### config.mk
export PLATFORM = sky130hd
export DESIGN_NAME = glitch_sequencer_flat
export DESIGN_NICKNAME = d
export VERILOG_FILES = /design/src/rtl/glitch_sequencer_pkg.sv /design/src/rtl/glitch_sequencer_if.sv /design/src/rtl/glitch_sequencer_timer.sv /design/src/rtl/glitch_sequencer.sv /design/src/flat_wrapper.sv
export SDC_FILE = /design/constraint.sdc
export NUM_CORES = 1
export LEC_CHECK = 0
export ABC_AREA = 0
export CORE_ASPECT_RATIO = 1.1
export CORE_UTILIZATION = 55
export DETAILED_ROUTE_END_ITERATION = 7
export PLACE_DENSITY = 0.8
export SYNTH_ARGS = -nofsm -noshare
export SYNTH_HDL_FRONTEND = slang
export SYNTH_SLANG_ARGS = --single-unit
### constraint.sdc
create_clock -name clk -period 4.8 [get_ports clk]
set_input_delay 0.96 -clock clk [delete_from_list [all_inputs] [get_ports clk]]
set_output_delay 0.96 -clock clk [all_outputs]
set_load 0.01 [all_outputs]
### src/rtl/glitch_sequencer_pkg.sv
// glitch_pkg: shared types and default sizing for the glitch sequencer.
//   state_e         - sequencer FSM states
//   GS_CNT_W        - default width of the offset/duration/gap/hold counters
//   GS_MAX_PULSES   - default maximum pulses per trigger
//   GS_HOLD_CYCLES  - default TX hold-off after the last pulse
package glitch_pkg;

    localparam int GS_CNT_W       = 32;
    localparam int GS_MAX_PULSES  = 4;
    localparam int GS_HOLD_CYCLES = 100000;

    typedef enum logic [2:0] {
        ST_IDLE,
        ST_ARMED,
        ST_OFFSET,
        ST_PULSE,
        ST_GAP,
        ST_HOLD
    } state_e;

endpackage

### src/rtl/glitch_sequencer_if.sv
// glitch_sequencer_if: control, configuration and status bundle of the
// glitch sequencer.
//   master modport - drives arm/abort/trigger/config, observes status
//   slave modport  - the sequencer side
//   arm, abort, trigger_in, trig_rise, cfg_offset, cfg_duration, cfg_gap,
//   cfg_count (requests/config) ; glitch_out, busy, done, tx_release (status)
interface glitch_sequencer_if import glitch_pkg::*; #(
    parameter int CNT_W      = GS_CNT_W,
    parameter int MAX_PULSES = GS_MAX_PULSES
);
    localparam int CNT_PW = $clog2(MAX_PULSES + 1);

    logic              arm;
    logic              abort;
    logic              trigger_in;
    logic              trig_rise;
    logic [CNT_W-1:0]  cfg_offset;
    logic [CNT_W-1:0]  cfg_duration;
    logic [CNT_W-1:0]  cfg_gap;
    logic [CNT_PW-1:0] cfg_count;
    logic              glitch_out;
    logic              busy;
    logic              done;
    logic              tx_release;

    modport master (
        output arm, abort, trigger_in, trig_rise,
               cfg_offset, cfg_duration, cfg_gap, cfg_count,
        input  glitch_out, busy, done, tx_release
    );

    modport slave (
        input  arm, abort, trigger_in, trig_rise,
               cfg_offset, cfg_duration, cfg_gap, cfg_count,
        output glitch_out, busy, done, tx_release
    );

endinterface

### src/rtl/glitch_sequencer_timer.sv
// glitch_timer: loadable down-counter with zero flags.
//   clk, rst  - clock, synchronous active-high reset
//   load      - load load_val (has priority over dec)
//   dec       - decrement; ignored at zero so the counter never wraps
//   zero      - current count is zero
//   nxt_zero  - count after this edge will be zero (lets the owner register
//               outputs that coincide with the zero cycle)
module glitch_timer import glitch_pkg::*; #(
    parameter int CNT_W = GS_CNT_W
) (
    input  logic             clk,
    input  logic             rst,
    input  logic             load,
    input  logic [CNT_W-1:0] load_val,
    input  logic             dec,
    output logic             zero,
    output logic             nxt_zero
);

    logic [CNT_W-1:0] cnt_q, cnt_d;

    always_comb begin
        cnt_d = cnt_q;
        if (load) begin
            cnt_d = load_val;
        end else if (dec && cnt_q != '0) begin
            cnt_d = cnt_q - CNT_W'(1);
        end
    end

    assign zero     = (cnt_q == '0);
    assign nxt_zero = (cnt_d == '0);

    always_ff @(posedge clk) begin
        if (rst) cnt_q <= '0;
        else     cnt_q <= cnt_d;
    end

endmodule

### src/rtl/glitch_sequencer.sv
// glitch_sequencer: arms on request, waits for a selected trigger edge, then
// emits cfg_count glitch pulses (offset/duration/gap timed) and withholds the
// target TX until a quiet hold-off period has elapsed.
//   clk, rst  - clock, synchronous active-high reset
//   bus       - glitch_sequencer_if.slave (config in, glitch/status out)
// All outputs are registered and derived from the next state.
module glitch_sequencer import glitch_pkg::*; #(
    parameter int CNT_W       = GS_CNT_W,
    parameter int MAX_PULSES  = GS_MAX_PULSES,
    parameter int HOLD_CYCLES = GS_HOLD_CYCLES
) (
    input  logic               clk,
    input  logic               rst,
    glitch_sequencer_if.slave  bus
);

    localparam int               CW      = $clog2(MAX_PULSES + 1);
    localparam logic [CW-1:0]    MAX_P   = CW'(MAX_PULSES);
    localparam logic [CNT_W-1:0] HOLD_LD = CNT_W'(HOLD_CYCLES);

    state_e           state_q, state_d;
    logic [CNT_W-1:0] off_q, off_d, dur_q, dur_d, gap_q, gap_d;
    logic [CW-1:0]    pulses_q, pulses_d;
    logic             rise_q, rise_d, trig_q, trig_d;
    logic             glitch_q, glitch_d, busy_q, busy_d;
    logic             done_q, done_d, tx_q, tx_d;

    logic             tmr_load, tmr_dec, tmr_zero, tmr_nxt_zero;
    logic [CNT_W-1:0] tmr_val, dur_m1, gap_m1;
    logic             edge_seen, trig_active;

    glitch_timer #(.CNT_W(CNT_W)) u_timer (
        .clk      (clk),
        .rst      (rst),
        .load     (tmr_load),
        .load_val (tmr_val),
        .dec      (tmr_dec),
        .zero     (tmr_zero),
        .nxt_zero (tmr_nxt_zero)
    );

    always_comb begin
        // Phases last max(x,1) cycles; the timer runs x-1 .. 0.
        dur_m1      = (dur_q == '0) ? '0 : dur_q - CNT_W'(1);
        gap_m1      = (gap_q == '0) ? '0 : gap_q - CNT_W'(1);
        edge_seen   = rise_q ? (bus.trigger_in & ~trig_q) : (~bus.trigger_in & trig_q);
        trig_active = rise_q ? bus.trigger_in : ~bus.trigger_in;

        state_d  = state_q;
        off_d    = off_q;
        dur_d    = dur_q;
        gap_d    = gap_q;
        pulses_d = pulses_q;
        rise_d   = rise_q;
        trig_d   = bus.trigger_in;
        tmr_load = 1'b0;
        tmr_val  = '0;
        tmr_dec  = 1'b0;

        case (state_q)
            ST_IDLE: begin
                if (bus.arm && bus.cfg_count != '0) begin
                    off_d    = bus.cfg_offset;
                    dur_d    = bus.cfg_duration;
                    gap_d    = bus.cfg_gap;
                    pulses_d = (bus.cfg_count > MAX_P) ? MAX_P : bus.cfg_count;
                    rise_d   = bus.trig_rise;
                    state_d  = ST_ARMED;
                end
            end
            ST_ARMED: begin
                // Zero offset skips OFFSET so the pulse starts the next cycle.
                if (edge_seen) begin
                    tmr_load = 1'b1;
                    if (off_q == '0) begin
                        tmr_val = dur_m1;
                        state_d = ST_PULSE;
                    end else begin
                        tmr_val = off_q - CNT_W'(1);
                        state_d = ST_OFFSET;
                    end
                end
            end
            ST_OFFSET, ST_GAP: begin
                if (tmr_zero) begin
                    tmr_load = 1'b1;
                    tmr_val  = dur_m1;
                    state_d  = ST_PULSE;
                end else begin
                    tmr_dec = 1'b1;
                end
            end
            ST_PULSE: begin
                if (tmr_zero) begin
                    tmr_load = 1'b1;
                    if (pulses_q <= CW'(1)) begin
                        tmr_val = HOLD_LD;
                        state_d = ST_HOLD;
                    end else begin
                        tmr_val  = gap_m1;
                        pulses_d = pulses_q - CW'(1);
                        state_d  = ST_GAP;
                    end
                end else begin
                    tmr_dec = 1'b1;
                end
            end
            ST_HOLD: begin
                // Zero wins over a trigger reload, so the done pulse that was
                // registered on the way to zero is always followed by IDLE.
                if (tmr_zero) begin
                    state_d = ST_IDLE;
                end else if (trig_active) begin
                    tmr_load = 1'b1;
                    tmr_val  = HOLD_LD;
                end else begin
                    tmr_dec = 1'b1;
                end
            end
            default: state_d = ST_IDLE;
        endcase

        if (bus.abort) begin
            state_d  = ST_IDLE;
            tmr_load = 1'b0;
            tmr_dec  = 1'b0;
        end

        glitch_d = (state_d == ST_PULSE);
        busy_d   = (state_d != ST_IDLE);
        tx_d     = (state_d == ST_IDLE);
        // done marks the HOLD cycle whose count is zero (the last busy cycle).
        done_d   = (state_d == ST_HOLD) && tmr_nxt_zero;
    end

    always_ff @(posedge clk) begin
        if (rst) begin
            state_q  <= ST_IDLE;
            off_q    <= '0;
            dur_q    <= '0;
            gap_q    <= '0;
            pulses_q <= '0;
            rise_q   <= 1'b0;
            trig_q   <= 1'b0;
            glitch_q <= 1'b0;
            busy_q   <= 1'b0;
            done_q   <= 1'b0;
            tx_q     <= 1'b1;
        end else begin
            state_q  <= state_d;
            off_q    <= off_d;
            dur_q    <= dur_d;
            gap_q    <= gap_d;
            pulses_q <= pulses_d;
            rise_q   <= rise_d;
            trig_q   <= trig_d;
            glitch_q <= glitch_d;
            busy_q   <= busy_d;
            done_q   <= done_d;
            tx_q     <= tx_d;
        end
    end

    assign bus.glitch_out = glitch_q;
    assign bus.busy       = busy_q;
    assign bus.done       = done_q;
    assign bus.tx_release = tx_q;

endmodule
### src/flat_wrapper.sv
// flat-port wrapper written by rule: the top's interface ports become plain ports
module glitch_sequencer_flat import glitch_pkg::*;
#(
    parameter int CNT_W       = GS_CNT_W,
    parameter int MAX_PULSES  = GS_MAX_PULSES,
    parameter int HOLD_CYCLES = GS_HOLD_CYCLES
)
  (clk, rst, bus_arm, bus_abort, bus_trigger_in, bus_trig_rise, bus_cfg_offset, bus_cfg_duration, bus_cfg_gap, bus_cfg_count, bus_glitch_out, bus_busy, bus_done, bus_tx_release);
  glitch_sequencer_if #(.CNT_W(CNT_W), .MAX_PULSES(MAX_PULSES)) bus_i ();
  input  logic clk;
  input  logic rst;
  input wire logic [$bits(bus_i.arm)-1:0] bus_arm;
  input wire logic [$bits(bus_i.abort)-1:0] bus_abort;
  input wire logic [$bits(bus_i.trigger_in)-1:0] bus_trigger_in;
  input wire logic [$bits(bus_i.trig_rise)-1:0] bus_trig_rise;
  input wire logic [$bits(bus_i.cfg_offset)-1:0] bus_cfg_offset;
  input wire logic [$bits(bus_i.cfg_duration)-1:0] bus_cfg_duration;
  input wire logic [$bits(bus_i.cfg_gap)-1:0] bus_cfg_gap;
  input wire logic [$bits(bus_i.cfg_count)-1:0] bus_cfg_count;
  output wire logic [$bits(bus_i.glitch_out)-1:0] bus_glitch_out;
  output wire logic [$bits(bus_i.busy)-1:0] bus_busy;
  output wire logic [$bits(bus_i.done)-1:0] bus_done;
  output wire logic [$bits(bus_i.tx_release)-1:0] bus_tx_release;
  assign bus_i.arm = bus_arm;
  assign bus_i.abort = bus_abort;
  assign bus_i.trigger_in = bus_trigger_in;
  assign bus_i.trig_rise = bus_trig_rise;
  assign bus_i.cfg_offset = bus_cfg_offset;
  assign bus_i.cfg_duration = bus_cfg_duration;
  assign bus_i.cfg_gap = bus_cfg_gap;
  assign bus_i.cfg_count = bus_cfg_count;
  assign bus_glitch_out = bus_i.glitch_out;
  assign bus_busy = bus_i.busy;
  assign bus_done = bus_i.done;
  assign bus_tx_release = bus_i.tx_release;
  glitch_sequencer #(.CNT_W(CNT_W), .MAX_PULSES(MAX_PULSES), .HOLD_CYCLES(HOLD_CYCLES)) u_core (.clk(clk), .rst(rst), .bus(bus_i));
endmodule
# Word level (Yosys, flattened, before mapping)
# Cells that the tools add are included.
[classes]
add_sub_neg = 5
magnitude_cmp = 2
n_eq_ne = 10
n_mux = 39
bitwise_logic = 4
reduce_logical = 18
[op_table]
columns = ["op", "count"]
rows = [
  ["32-bit two-way mux", 10],
  ["32-bit logical NOT", 5],
  ["32-bit case mux with 4 select lines", 1],
  ["32-bit by 1-bit subtractor with 32-bit output (second input constant)", 4],
  ["32-bit nonzero test", 1],
  ["3-bit two-way mux", 10],
  ["17-bit two-way mux", 1],
  ["3-bit case mux with 5 select lines", 1],
  ["1-bit two-way mux", 13],
  ["3-bit by 2-bit == test with 1-bit output (second input constant)", 3],
  ["3-bit == test (second input constant)", 3],
  ["3-bit logical NOT", 2],
  ["3-bit case mux with 2 select lines", 1],
  ["3-bit nonzero test", 2],
  ["2-bit by 1-bit != test with 1-bit output (second input constant)", 2],
  ["4-bit AND reduction", 1],
  ["3-bit by 1-bit == test with 1-bit output (second input constant)", 1],
  ["3-bit greater-than comparator (second input constant)", 1],
  ["3-bit by 1-bit <= comparator with 1-bit output (second input constant)", 1],
  ["1-bit logical AND", 3],
  ["1-bit case mux with 3 select lines", 1],
  ["3-bit OR reduction", 1],
  ["3-bit by 1-bit subtractor with 3-bit output (second input constant)", 1],
  ["1-bit bitwise AND", 2],
  ["other kinds (6)", 7],
]
[word_totals]
regBits = 140
elab_cells = 90

# Logic depth before layout (Yosys ltp)
[depth]
ltp_word = 11
ltp_mapped = 15
depth_no_buf = 12

# Cells and area by module
# Synthesis repeated with hierarchy kept, for this count alone.
[unflattened]
hier_cells = 1194
hier_area_um2 = 8724.6
[modules_own_cells]
columns = ["module", "n_inst", "cells_per_inst", "area_per_inst_um2"]
rows = [
  ["glitch_sequencer", 1, 908, 6567.5],
  ["glitch_timer", 1, 286, 2157.1],
]

# Worst setup path before layout
# Ideal clock, no wire load.
[synth_path]
path_type = "input to register"
from = "in bus_trigger_in"
to = "reg u_core.done_q (netlist: u_core.bus.done)"
setup_ns = 0.091
arrival_time_ns = 3.678
setup_slack_ns = 1.031
cell_stages = 11
n_path_buf = 1
cell_sequence = "or3b_1 a2111oi_0 nor2_1 mux2i_1 and2_1 clkbuf_1 o221ai_1 o22ai_1 o2111ai_1 nor4_1 nor4bb_1"
[synth_via]
elab_chain_len = 11
elab_cells_between_ends = 27
cone_classes = "eq/ne: 1; mux: 20; bitwise: 3; reduce/logical: 3"
[synth_rtl]
columns = ["element", "line", "source"]
rows = [
  ["from (decl)", "flat_wrapper.sv:14", "input wire logic [$bits(bus_i.trigger_in)-1:0] bus_trigger_in;"],
  ["1-bit inverter", "glitch_sequencer.sv:46, glitch_sequencer.sv:47", ""],
  ["1-bit two-way mux", "glitch_sequencer.sv:47", "trig_active = rise_q ? bus.trigger_in : ~bus.trigger_in;"],
  ["1-bit two-way mux", "glitch_sequencer.sv:113", "end else if (trig_active) begin"],
  ["1-bit two-way mux", "glitch_sequencer.sv:111", "if (tmr_zero) begin"],
  ["1-bit case mux with 2 select lines", "glitch_sequencer.sv:60", "case (state_q)"],
  ["1-bit two-way mux", "glitch_sequencer.sv:123", "if (bus.abort) begin"],
  ["1-bit logical AND", "glitch_sequencer_timer.sv:26", "end else if (dec && cnt_q != '0) begin"],
  ["32-bit two-way mux", "glitch_sequencer_timer.sv:26", ""],
  ["32-bit two-way mux", "glitch_sequencer_timer.sv:24", "if (load) begin"],
  ["32-bit logical NOT", "glitch_sequencer_timer.sv:32", "assign nxt_zero = (cnt_d == '0);"],
  ["1-bit logical AND *", "glitch_sequencer.sv:133", "done_d = (state_d == ST_HOLD) && tmr_nxt_zero;"],
  ["to (signal assigned)", "glitch_sequencer.sv:159", "done_q <= done_d;"],
  ["to (decl)", "glitch_sequencer.sv:26", "logic done_q, done_d, tx_q, tx_d;"],
]
# Every way passes the cells marked *; elsewhere a longest branch is shown, timed or not.
# A chain may end at the register's enable or synchronous reset.

# Worst setup path in the final report
[layout_path]
from = "reg u_core.off_q[0]"
to = "reg u_core.done_q (netlist: u_core.bus.done)"
[layout_via]
elab_chain_len = 7
elab_cells_between_ends = 13
cone_classes = "add/sub: 1; eq/ne: 1; mux: 8; reduce/logical: 3"
[layout_rtl]
columns = ["element", "line", "source"]
rows = [
  ["from (decl)", "glitch_sequencer.sv:22", "logic [CNT_W-1:0] off_q, off_d, dur_q, dur_d, gap_q, gap_d;"],
  ["from (signal assigned)", "glitch_sequencer.sv:139", "off_q <= '0;"],
  ["from (signal assigned)", "glitch_sequencer.sv:151", "off_q <= off_d;"],
  ["32-bit by 1-bit subtractor with 32-bit output / 32-bit logical NOT (equally long branches)", "glitch_sequencer.sv:79, glitch_sequencer.sv:75", ""],
  ["32-bit two-way mux / 1-bit two-way mux (equally long branches)", "glitch_sequencer.sv:75", "if (off_q == '0) begin"],
  ["32-bit two-way mux / 3-bit two-way mux (equally long branches)", "glitch_sequencer.sv:73", "if (edge_seen) begin"],
  ["32-bit case mux with 4 select lines / 3-bit case mux with 5 select lines (equally long branches)", "glitch_sequencer.sv:60", ""],
  ["32-bit two-way mux / 3-bit two-way mux (equally long branches)", "glitch_sequencer_timer.sv:24, glitch_sequencer.sv:123", ""],
  ["32-bit logical NOT / 3-bit == test (equally long branches)", "glitch_sequencer_timer.sv:32, glitch_sequencer.sv:133", ""],
  ["1-bit logical AND *", "glitch_sequencer.sv:133", ""],
]
# Marked as above.

==> out/results.tsv <==
stage	metric	value	unit
layout	fin_util	0.6833	
placed_design	dp_hpwl	20720	um
drt	vias	8730	
setup_path	cp-end-kind	register	
yosys	synth_warnings	0	
floorplan	coreArea	0.01500	mm2
setup_path	ff2ff_setup_slack	590	ps
sta	rsz0062_at_grt	false	
floorplan	die_x	119.9	um
setup_path	path_common_cell	or3_1	
cts	cts.clk_slew.worst_paths	60	ps
drt	avgRoutedWirePerCell	18.85	um
floorplan	die_area	0.01578	mm2
cts	post_cts_buffers	0	
sta	finClkSkew	8.048	ps
drt	drt_pass1_iterations	8	
yosys	yosysTopAreaCell	dfxtp_1	
setup_path	path_buf_inv	1	
cts	cts.sinks	140	
yosys	post-synth-top-count-cell	nand2_1	
cts	clkLatencyLatePin	430	ps
yosys	syn-instance-count	1150	
sta	hold_violations	0	
power	vdd_drop_max	0.2344	mV
cts	cts_tree	built	
grt	grt_max_degree	90	
cts	cts_inserted_buffers	17	
layout	area_delta_synth_final	21.93	%
drt	vias_per_cell	6.063	
grt	antenna_found_initial	0	
cts	cts_hold_buf	0	
setup_path	max_stage_delay	590	ps
setup_path	arrival	4560	ps
grt	grt_pass1_vias	8178	
cts	h-tree-depth	4	
cts	clockBufferDepth	2	
cts	cts.repair.resized	0	
sta	fin_hold_ws	485.9	ps
sta	max_clock_freq	237.4	MHz
floorplan	pin_count	109	
sta	slew_violations	0	
run_status	status	completed	
yosys	synthTopCellsByCount	nand2_1 (243), dfxtp_1 (140), a21oi_1 (120), nor2_1 (101), xnor2_1 (61)	
yosys	ys.flop_type	dfxtp_1	
power	power.density	326.9	mW/mm2
drt	drtAntennaViolNets	0	
sta	worst_pin_slew	877.7	ps
job	cap_violations	0	
placed_design	io_buffer_count	108	
floorplan	die_y	131.6	um
layout	nets	1343	
setup_path	critical_path_class	reg2reg	
grt	grt-ovfl-total	0	
floorplan	start_util	0.5604	
setup_path	cp.required	5140	ps
setup_path	path_cells	inv_1, ha_1, or3b_2, or3_1, or3_1, o21ai_2, o21ai_0, o22a_1, nor3b_1, nand3_1, nor4b_1, nor4bb_1	
yosys	netlist_area	0.008403	mm2
yosys	yosysSeqAreaShare	0.3335	
sta	period_share	0.8776	
yosys	ys_seq_elements	140	
setup_path	cp_slowest_cell	o21ai_2	
cts	clockRootBuffer	clkbuf_16	
grt	grt_pass1_wl	42990	um
sta	setup_viol	0	
yosys	syn-num-nets	1262	
layout	antenna_cells	0	
layout	drive_above_1_share	0.05547	
sta	relSlewSlack	0.4149	
yosys	synthArstFlopShare	0	
floorplan	placementRows	47	
setup_path	cpLargestDelayFamily	simple AND/OR/NAND/NOR gates	
yosys	avgSynthCellArea	7.307	um2
placed_design	place_congestion	0.9645	
drt	wl	27140	um
yosys	synth_area_leaders	dfxtp_1 (33%), nand2_1 (11%), a21oi_1 (7.1%), xnor2_1 (6.4%), nor2_1 (4.5%)	
setup_path	worstSetupStartpointType	register	
drt	route.detailed.drc	0	
setup_path	crit_fanout	16	
yosys	synth_cell_types	72	
grt	grt_usage	0.3515	
sta	fin_crit	4213	ps
power	p_leak	3.844	nW
drt	first_iter_violations	870	
min_path	hold_path_class	reg2reg	
yosys	yosysTopAreaCellShare	0.3335	
yosys	synth_edf_count	0	
sta	fin_tns_setup	0	ps
==> worst register-to-register path, cell delays in order (launching register included) <==
cell	delay, ps
dfxtp_1	390
inv_1	90
ha_1	200
or3b_2	480
or3_1	340
or3_1	430
o21ai_2	590
o21ai_0	280
o22a_1	270
nor3b_1	260
nand3_1	140
nor4b_1	360
nor4bb_1	300
==> state kept, by name, indices dropped and copies added, names as in the netlist <==
name	cells
u_core.bus.busy	1
u_core.pulses_q	3
u_core.u_timer.cnt_q	32
u_core.state_q	3
u_core.dur_q	32
u_core.rise_q	1
u_core.bus.tx_release	1
u_core.trig_q	1
u_core.bus.glitch_out	1
u_core.off_q	32
u_core.bus.done	1
u_core.gap_q	32
==> path summary, 6_finish.rpt <==
| path | from | cells after the start | endpoint |
|---|---|---|---|
| hold / removal | u_core.off_q[17]$_SDFFE_PP0P_ | 2 | u_core.off_q[17]$_SDFFE_PP0P_ |
| hold reg to reg | u_core.off_q[17]$_SDFFE_PP0P_ | 2 | u_core.off_q[17]$_SDFFE_PP0P_ |
| setup reg to reg | u_core.off_q[0]$_SDFFE_PP0P_ | 12 | u_core.bus.done$_SDFF_PP0_ |
| setup / recovery | u_core.off_q[0]$_SDFFE_PP0P_ | 12 | u_core.bus.done$_SDFF_PP0_ |
==> logic make-up (layout without fill, tap and decap cells) <==
logic type,Yosys count,count (layout),share of synthesized area
AND/OR/NAND/NOR,568,568,0.3236
AO/OA/AOI/OAI,249,249,0.1828
flip-flops,140,140,0.3335
XOR/XNOR,101,101,0.1053
buffers and inverters,80,174,0.03841
adder cells (fa/ha/maj),7,7,0.01042
multiplexers,5,5,0.005956
==> where the power goes <==
| group | internal [W] | switching (W) | total, W |
|---|---|---|---|
| Sequential | 0.00122 | 0.0000806 | 0.00130 |
| Combinational | 0.000273 | 0.000369 | 0.000642 |
| Clock | 0.000867 | 0.000542 | 0.00141 |
==> cell usage in the layout, fill, tap and decap left out, drive strengths merged, types with 21 or more instances in the layout <==
| cell type | synthesis | layout |
|---|---|---|
| clkbuf | 51 | 21 |
| dfxtp | 140 | 140 |
| xor2 | 40 | 40 |
| a21oi | 121 | 121 |
| xnor2 | 61 | 61 |
| nor2 | 101 | 101 |
| o21ai | 33 | 33 |
| nor3 | 57 | 57 |
| clkdlybuf4s50 | 0 | 107 |
| or3 | 31 | 31 |
| nor4 | 33 | 33 |
| nand2 | 243 | 243 |
==> layer usage <==
metal | GRT usage | routed length, um | up-vias
li1 | - | - | 4228
met1 | 0.4474 | 11390 | 4075
met2 | 0.5674 | 12760 | 354
met3 | 0.08030 | 1994 | 73
met4 | 0.1479 | 995 | 0
met5 | 0 | 0 | -
==> area by class of cell <==
type                    count  area, um2
repair buffers            127       1234
well taps                 196      245.2
clock buffers              21      470.5
flip-flops and latches    140       2803
inverters                  15      56.30
fillers                  1338       4750
multi-input cells         930       5281
clock inverters            11      156.4
==> stage by stage <==
step	setup WS [ps]	power, W	cells	area [um2]
6_report	587.5	0.003350	1440	10250
5_1_grt	346.3	0.003474	1440	10250
4_1_cts	646.1	0.003344	1440	10250
3_5_place_dp	452.7	0.001948	1408	9619
3_3_place_gp	535.7	0.001941	1408	9619
2_1_floorplan	1031	0.001712	1150	8403
Note: power is estimated with default switching activity, not from simulation.
